`src/rtl/uart_arb_pkg.sv`:
```
// Shared types and helpers for the UART transmit arbiter and its round-robin picker.
// Purely declarative: no logic, no timing.
package uart_arb_pkg;

  localparam int BYTE_W = 8;

  typedef enum logic [2:0] {
    IDLE,
    GRANTED,
    LAUNCH,
    WAIT_BUSY,
    WAIT_DONE
  } arb_state_t;

  // Callers only ever pass idx < 2*n, so one conditional subtract is enough.
  function automatic int ptr_wrap(input int idx, input int n);
    return (idx >= n) ? idx - n : idx;
  endfunction

endpackage

```
`src/rtl/uart_tx_arbiter_rr_picker.sv`:
```
// Round-robin picker: first set request scanning upward from ptr_i with wrap.
// Purely combinational, zero latency; no flow control of its own.
module rr_picker
  import uart_arb_pkg::*;
#(
  parameter int N     = 2,
  parameter int PTR_W = (N > 1) ? $clog2(N) : 1
) (
  input  logic [N-1:0]     req_i,
  input  logic [PTR_W-1:0] ptr_i,
  output logic [N-1:0]     grant_o,
  output logic [PTR_W-1:0] idx_o,
  output logic             any_o
);

  always_comb begin
    idx_o = '0;
    // Scan from the far end so the candidate closest to ptr_i is written last.
    for (int i = N - 1; i >= 0; i--) begin
      if (req_i[ptr_wrap(int'(ptr_i) + i, N)]) begin
        idx_o = PTR_W'(ptr_wrap(int'(ptr_i) + i, N));
      end
    end
    any_o   = |req_i;
    grant_o = any_o ? (N'(1) << idx_o) : '0;
  end

endmodule

```
`src/rtl/uart_tx_arbiter.sv`:
```
// Burst-locked round-robin sharing of one 8/N/1 UART transmitter among NUM_REQ byte streams.
// o_tx_start one cycle after handshake; o_ready only for the owner, only while GRANTED and transmitter idle.
module uart_tx_arbiter
  import uart_arb_pkg::*;
#(
  parameter int NUM_REQ     = 2,
  parameter int MAX_BURST   = 16,
  parameter int HOLD_CYCLES = 255
) (
  input  logic                      i_clk,
  input  logic                      i_rst_n,
  input  logic [NUM_REQ-1:0]        i_valid,
  input  logic [BYTE_W*NUM_REQ-1:0] i_data,
  input  logic [NUM_REQ-1:0]        i_last,
  output logic [NUM_REQ-1:0]        o_ready,
  output logic [NUM_REQ-1:0]        o_grant,
  output logic [BYTE_W-1:0]         o_tx_data,
  output logic                      o_tx_start,
  input  logic                      i_tx_busy
);

  localparam int PTR_W  = $clog2(NUM_REQ);
  localparam int BCNT_W = $clog2(MAX_BURST + 1);
  localparam int HCNT_W = $clog2(HOLD_CYCLES + 1);

  arb_state_t          state_q;
  logic [NUM_REQ-1:0]  grant_q;
  logic [PTR_W-1:0]    owner_q;
  logic [PTR_W-1:0]    ptr_q;
  logic [BCNT_W-1:0]   bcnt_q;
  logic [HCNT_W-1:0]   hcnt_q;
  logic [HCNT_W-1:0]   hcnt_d;
  logic                last_q;
  logic                tx_start_q;
  logic [BYTE_W-1:0]   tx_data_q;

  logic [NUM_REQ-1:0]  pick_grant;
  logic [PTR_W-1:0]    pick_idx;
  logic                pick_any;
  logic                handshake;
  logic [BYTE_W-1:0]   owner_data;
  logic [PTR_W-1:0]    ptr_next;

  rr_picker #(
    .N     (NUM_REQ),
    .PTR_W (PTR_W)
  ) u_picker (
    .req_i   (i_valid),
    .ptr_i   (ptr_q),
    .grant_o (pick_grant),
    .idx_o   (pick_idx),
    .any_o   (pick_any)
  );

  // grant_q is one-hot on the owner, so masking with it keeps non-owners at zero.
  assign o_ready    = (state_q == GRANTED && !i_tx_busy) ? (grant_q & i_valid) : '0;
  assign handshake  = |o_ready;
  assign owner_data = i_data[int'(owner_q)*BYTE_W +: BYTE_W];
  assign hcnt_d     = (hcnt_q == HCNT_W'(HOLD_CYCLES)) ? hcnt_q : hcnt_q + HCNT_W'(1);
  assign ptr_next   = PTR_W'(ptr_wrap(int'(owner_q) + 1, NUM_REQ));

  assign o_grant    = grant_q;
  assign o_tx_data  = tx_data_q;
  assign o_tx_start = tx_start_q;

  always_ff @(posedge i_clk or negedge i_rst_n) begin
    if (!i_rst_n) begin
      state_q    <= IDLE;
      grant_q    <= '0;
      owner_q    <= '0;
      ptr_q      <= '0;
      bcnt_q     <= '0;
      hcnt_q     <= '0;
      last_q     <= 1'b0;
      tx_start_q <= 1'b0;
      tx_data_q  <= '0;
    end else begin
      tx_start_q <= 1'b0;
      case (state_q)
        IDLE: begin
          if (pick_any) begin
            grant_q <= pick_grant;
            owner_q <= pick_idx;
            bcnt_q  <= '0;
            hcnt_q  <= '0;
            state_q <= GRANTED;
          end
        end
        GRANTED: begin
          if (handshake) begin
            tx_data_q  <= owner_data;
            last_q     <= i_last[owner_q];
            bcnt_q     <= bcnt_q + BCNT_W'(1);
            hcnt_q     <= '0;
            tx_start_q <= 1'b1;
            state_q    <= LAUNCH;
          end else begin
            hcnt_q <= hcnt_d;
            if (hcnt_d == HCNT_W'(HOLD_CYCLES)) begin
              grant_q <= '0;
              ptr_q   <= ptr_next;
              state_q <= IDLE;
            end
          end
        end
        LAUNCH: state_q <= WAIT_BUSY;
        WAIT_BUSY: begin
          if (i_tx_busy) state_q <= WAIT_DONE;
        end
        WAIT_DONE: begin
          if (!i_tx_busy) begin
            if (last_q || bcnt_q == BCNT_W'(MAX_BURST)) begin
              grant_q <= '0;
              ptr_q   <= ptr_next;
              state_q <= IDLE;
            end else begin
              state_q <= GRANTED;
            end
          end
        end
        default: state_q <= IDLE;
      endcase
    end
  end

endmodule

```
`config.mk`:
```
export PLATFORM = sky130hd
export DESIGN_NAME = uart_tx_arbiter
export DESIGN_NICKNAME = d
export VERILOG_FILES = /design/src/rtl/uart_arb_pkg.sv /design/src/rtl/uart_tx_arbiter_rr_picker.sv /design/src/rtl/uart_tx_arbiter.sv
export SDC_FILE = /design/constraint.sdc
export NUM_CORES = 1
export LEC_CHECK = 0
export CAP_MARGIN = 10
export CORE_ASPECT_RATIO = 0.5
export CORE_MARGIN = 2
export CORE_UTILIZATION = 52
export DETAILED_ROUTE_END_ITERATION = 12
export PLACE_DENSITY = 0.9
export SLEW_MARGIN = 10
export SYNTH_ARGS = -nofsm -noshare
export SYNTH_HDL_FRONTEND = slang
export SYNTH_SLANG_ARGS = --single-unit
export TNS_END_PERCENT = 10
```
`constraint.sdc`:
```
create_clock -name i_clk -period 5.56 [get_ports i_clk]
set_clock_uncertainty 0.05 [all_clocks]
set_input_delay 1.112 -clock i_clk [delete_from_list [all_inputs] [get_ports i_clk]]
set_output_delay 1.112 -clock i_clk [all_outputs]
set_load 0.01 [all_outputs]
```
Yosys cells after proc, flatten, opt, wreduce, memory -nomap -nowiden

Index checks and enable logic that the tools add are counted.

Add/subtract/negate cells: 7
Order comparisons: 6
Equal/unequal tests: 15
Shift-type cells: 2
Mux-type cells: 41
Bitwise logic cells: 1
Reductions and logical operators: 16

Operators with widths:

| cell                  | number |
|---|---|
| $lt 32x3->1 const B   | 2 |
| $mux 32               | 2 |
| $ge 32x3->1 const B   | 1 |
| $sub 32x3->32 const B | 1 |
| $mux 8                | 3 |
| $mux 1                | 18 |
| $eq 8x8->1 const B    | 2 |
| $pmux 8 s2            | 1 |
| $shiftx 16x5->8       | 1 |
| $mux 3                | 5 |
| $pmux 3 s5            | 1 |
| $mux 2                | 6 |
| $ne 2x2->1 const B    | 6 |
| $mux 5                | 2 |
| $pmux 5 s2            | 1 |
| $add 8x1->8 const B   | 1 |
| $eq 3x2->1 const B    | 2 |
| $pmux 2 s3            | 1 |
| $reduce_and 2->1      | 3 |
| $reduce_and 6->1      | 1 |
| $add 5x1->5 const B   | 1 |
| $eq 5x5->1 const B    | 1 |
| $reduce_and 5->1      | 1 |
| $add 1x1->2 const B   | 2 |
| other kinds (21)      | 23 |

Flip-flop bits (word level): 30
Bits of input ports: 23
Output and inout port bits: 13
Logic and storage cells: 97

Depth between registers and ports, before layout

Depth in word-level cells: 11
Mapped depth: 7
Gate-level depth less buffers: 7

Cells and area by module

A second synthesis with hierarchy kept.

Cell total of the unflattened synthesis: 199
Area total of the unflattened synthesis: 1788.0 um^2

By module, submodules not included:

| module          | instances | cells each | area an instance (um^2) | sequential area each (um^2) |
|---|---|---|---|---|
| uart_tx_arbiter | 1         | 194        | 1755.4                  | 750.7 |
| rr_picker       | 1         | 5          | 32.5                    | 0.0 |

Least setup slack after synthesis

No wires, ideal clock.

Path type: input port to output port
Start: input i_tx_busy
End: output o_ready[0]
Arrival time: 1602 ps
Data required time: 4398 ps
Slack: 2796 ps
Stages on the path: 2
Path buffers: 1
Path through: clkbuf_1 and4b_1

Longest elaborated chain between the ends: 3

RTL lines:

| what              | RTL line              | RTL |
|---|---|---|
| from (decl)       | uart_tx_arbiter.sv:19 | `input logic i_tx_busy` |
| $logic_not 1->1   | -                     |  |
| $logic_and 1x1->1 | uart_tx_arbiter.sv:56 | `assign o_ready = (state_q == GRANTED && !i_tx_busy) ? (grant_q & i_valid) : '0;` |
| $mux 2            | uart_tx_arbiter.sv:56 |  |
| to (decl)         | uart_tx_arbiter.sv:15 | `output logic [NUM_REQ-1:0] o_ready,` |

No other way between the ends.

Worst setup path in the final report

Start: input i_tx_busy
End: output o_ready[1]

The elaborated chain is that of the path after synthesis.

==> results.cfg <==
[sta]
setup-tns-final_ps = 0
report.final.hold_viol_count = 0
slew_headroom_pct = 41.14
finalCritPeriodShare_pct = 66.55
timing.final.max_slew_violations = 0
finalSetupViolCount = 0
worst_slack_ps = 1860
worst_slew_pin_slew_ps = 877.6
clock.fmax_mhz = 270.3
rsz0062_at_grt = no
finalCriticalPeriod_ps = 3700
holdWs_ps = 489.2

[cells_and_area]
area_delta_synth_final_pct = 25.41
register_area_um2 = 750.7
fill_cells = 236
share_of_layout_cells_above_drive_strength_1_pct = 8.108
layout.core_utilization_pct = 71.11
n_antenna_cell = 0
finalNetCount = 248
area_of_combinational_cells_with_multiple_inputs_um2 = 912.1

[synthesis]
synth-main-ff-cell = sky130_fd_sc_hd__dfrtp_1
cell_count_after_synthesis = 190
ys_async_sr_fraction_pct = 100.0
synth_nets = 216
synth_seq_area_share_pct = 42.46
synth.largest_area_cell = sky130_fd_sc_hd__dfrtp_1
ys_ff_latch = 30
synthesis.area_per_instance_um2 = 9.305
synth_cell_type_count = 47
synthTopCellsByArea = sky130_fd_sc_hd__dfrtp_1 (42%), sky130_fd_sc_hd__mux2i_1 (5.7%), sky130_fd_sc_hd__a21oi_1 (5.1%)
edff_count_synth = 0
synthDominantCellAreaShare_pct = 42.46
netlist_area_pre_place_um2 = 1768
syn_warnings = 0

[worst_setup_path]
ff2ff_setup_slack_ps = 3120
cp_cell_sequence = clkdlybuf4s50_1 > and4b_1 > clkdlybuf4s50_1
timing.critical_path.fanout_max = 10
max_stage_delay_ps = 570
crit_path_start_kind = input pin
worstSetupPathType = input pin to output pin
critical_path.reg2reg.startpoint = hcnt_q[0]$_DFFE_PN0P_
cp_common_cell = sky130_fd_sc_hd__clkdlybuf4s50_1
timing.critical_path.arrival_ps = 2540
worst-endpoint-required_ps = 4400
worst-r2r-cell-count = 6
regToRegEndpoint = o_grant[0]$_DFFE_PN0P_
timing.critical_path.slowest_stage_cell = sky130_fd_sc_hd__clkdlybuf4s50_1
setup.worst_path.end_class = output pin

[clocking]
tritoncts = done
cts-root-to-sink-buffers = 2
hold_fix_buffer_count_after_cts = 0
cts_made_buffers = 5
cts_post_setup_buffers_inserted = 0
clock_latency_on_the_worst_skew_pair_ps = 290
tritoncts_num_sinks = 30
cts.clk_slew.worst_paths_ps = 60
post_cts_repair_resize_count = 0
htree_levels = 2
ctsRootBufferMaster = sky130_fd_sc_hd__clkbuf_8

[job]
cap_violations = 0

[route]
route.vias.total = 1661
post-route-drc-count = 0
drt_wl_total_mm = 4.458
drt-vias-per-instance = 6.340
drt-pass1-iter-count = 5
detail_route.iter0.violations = 159
post_drt_wl_per_cell_um = 17.02
route.antenna.remaining_nets = 0

[place]
io_buffer_count = 35
placement_setup_slack_ps = 1856
gp_routability_congestion = 0.9473
hpwl_mm = 3.068

[die]
rows = 14
floorplan.die_area_um2 = 3911
die_w_um = 86.46
core_um2 = 3118
die_y_um = 45.23
initial_core_util_pct = 56.70
io-pin-count = 36

[power]
leakagePower_uw = 0.0008859
ir_drop_v = 0.0002909
power_density_nw_per_um2 = 469.4

[min_path]
path_category_of_the_worst_min_delay_check = flop to flop
worst_hold_startpoint = o_tx_data[5]$_DFFE_PN0P_
min_to = o_tx_data[5]$_DFFE_PN0P_
timing.hold.worst_path_depth = 2

[grt]
grt_pass1_wl_mm = 7.196
gr-usage-all-layers_pct = 25.23
global_route.overflow_total = 0
grt_max_degree = 31
number_of_antenna_violations_at_the_first_check_in_global_routing = 0
first_global_vias = 1494

[run_status]
outcome = finished, final reports clean
## state kept, by name (all words and copies together) (netlist names)
signal and count:
bcnt_q 5, hcnt_q 8, last_q 1, o_grant 2, o_tx_data 8, o_tx_start 1
owner_q 1, ptr_q 1, state_q 3
## worst max-delay path, delay by kind of cell
kind	cells	cell delay [ps]
simple gates	1	320
buf+inv	2	1100
## stage by stage
| step | power, uW | cells | area [um^2] |
|---|---|---|---|
| 6_report | 1041 | 262 | 2217 |
| 5_1_grt | 1102 | 262 | 2217 |
| 4_1_cts | 1036 | 262 | 2217 |
| 3_5_place_dp | 806.6 | 255 | 2105 |
| 3_3_place_gp | 774.2 | 255 | 2105 |
| 2_1_floorplan | 635.8 | 190 | 1768 |
## cell type report
type | instances | area share [%]
clock buffer | 6 | 3.725
clock inverter | 1 | 1.354
inverter | 7 | 1.185
multi-input combinational | 141 | 41.14
sequential | 30 | 33.86
tap | 40 | 2.257
timing repair buffer | 37 | 16.48
## worst max path at each step
| stage | slack [ps] | startpoint | to | depth (start not counted) |
|---|---|---|---|---|
| after floorplan | 2800 | i_tx_busy | o_ready[0] | 2 |
| after global placement | 1860 | i_tx_busy | o_ready[1] | 3 |
| after detailed placement | 1860 | i_tx_busy | o_ready[1] | 3 |
| after CTS | 1850 | i_tx_busy | o_ready[1] | 3 |
| after global routing | 1810 | i_tx_busy | o_ready[0] | 3 |
| final | 1860 | i_tx_busy | o_ready[1] | 3 |
## placed cells by master, fill, tap and decap left out, types with 3 or more instances in the layout
master                            netlist  routed
sky130_fd_sc_hd__mux2i_1               10      10
sky130_fd_sc_hd__a22oi_1                3       3
sky130_fd_sc_hd__nand4_1                4       4
sky130_fd_sc_hd__nand3_1                5       5
sky130_fd_sc_hd__inv_1                  7       7
sky130_fd_sc_hd__o21ai_0               14      14
sky130_fd_sc_hd__dfrtp_1               30      30
sky130_fd_sc_hd__xor2_1                 3       3
sky130_fd_sc_hd__ha_1                   3       3
sky130_fd_sc_hd__a21oi_1               18      18
sky130_fd_sc_hd__clkdlybuf4s50_1        0      35
sky130_fd_sc_hd__clkbuf_8               1       6
sky130_fd_sc_hd__a31oi_1                3       3
sky130_fd_sc_hd__nor3_1                 5       5
sky130_fd_sc_hd__nand2_1               14      14
sky130_fd_sc_hd__a21o_1                 3       3
sky130_fd_sc_hd__nor2_1                19      19
## cell usage after synthesis, types with 2 or more instances
| cell type | count |
|---|---|
| sky130_fd_sc_hd__a211o_2 | 2 |
| sky130_fd_sc_hd__a211oi_1 | 2 |
| sky130_fd_sc_hd__a21o_1 | 3 |
| sky130_fd_sc_hd__a21oi_1 | 18 |
| sky130_fd_sc_hd__a22oi_1 | 3 |
| sky130_fd_sc_hd__a31oi_1 | 3 |
| sky130_fd_sc_hd__a32oi_1 | 2 |
| sky130_fd_sc_hd__a41oi_1 | 2 |
| sky130_fd_sc_hd__and3_2 | 2 |
| sky130_fd_sc_hd__and4b_1 | 2 |
| sky130_fd_sc_hd__buf_2 | 4 |
| sky130_fd_sc_hd__buf_6 | 2 |
| sky130_fd_sc_hd__clkbuf_1 | 4 |
| sky130_fd_sc_hd__dfrtp_1 | 30 |
| sky130_fd_sc_hd__ha_1 | 3 |
| sky130_fd_sc_hd__inv_1 | 7 |
| sky130_fd_sc_hd__mux2i_1 | 10 |
| sky130_fd_sc_hd__nand2_1 | 14 |
| sky130_fd_sc_hd__nand3_1 | 5 |
| sky130_fd_sc_hd__nand4_1 | 4 |
| sky130_fd_sc_hd__nor2_1 | 19 |
| sky130_fd_sc_hd__nor3_1 | 5 |
| sky130_fd_sc_hd__nor3b_2 | 2 |
| sky130_fd_sc_hd__nor4_1 | 2 |
| sky130_fd_sc_hd__o21a_1 | 2 |
| sky130_fd_sc_hd__o21ai_0 | 14 |
| sky130_fd_sc_hd__o31ai_1 | 2 |
| sky130_fd_sc_hd__xor2_1 | 3 |
## power breakdown
part | internal [uW] | leakage (uW) | switching [uW] | total (uW)
Combinational | 206 | 0.000453 | 217 | 423
Sequential | 290 | 0.000375 | 101 | 392
Clock | 143 | 0.0000573 | 83.0 | 226
Total | 639 | 0.000886 | 401 | 1040
## kinds of logic (layout without fill, tap and decap cells)
group	Yosys count	count (layout)	synth area share (%)
AND/OR/NAND/NOR	63	63	19.25
XOR/XNOR	4	4	1.982
multiplexers	10	10	5.662
buffers and inverters	19	51	5.945
adder cells (fa/ha/maj)	4	4	2.690
flip-flops	30	30	42.46
AO/OA/AOI/OAI	60	60	22.01
## metal layers
| metal | share of wire [%] | wire, um | up-vias | track usage, % |
|---|---|---|---|---|
| li1 | - | - | 772 | - |
| met1 | 40 | 1780 | 787 | 30.62 |
| met2 | 51 | 2286 | 88 | 43.85 |
| met3 | 6.1 | 274 | 14 | 7.313 |
| met4 | 2.6 | 116 | 0 | 9.688 |
| met5 | 0 | 0 | - | 0 |
Power figures use the tool's default switching activity.
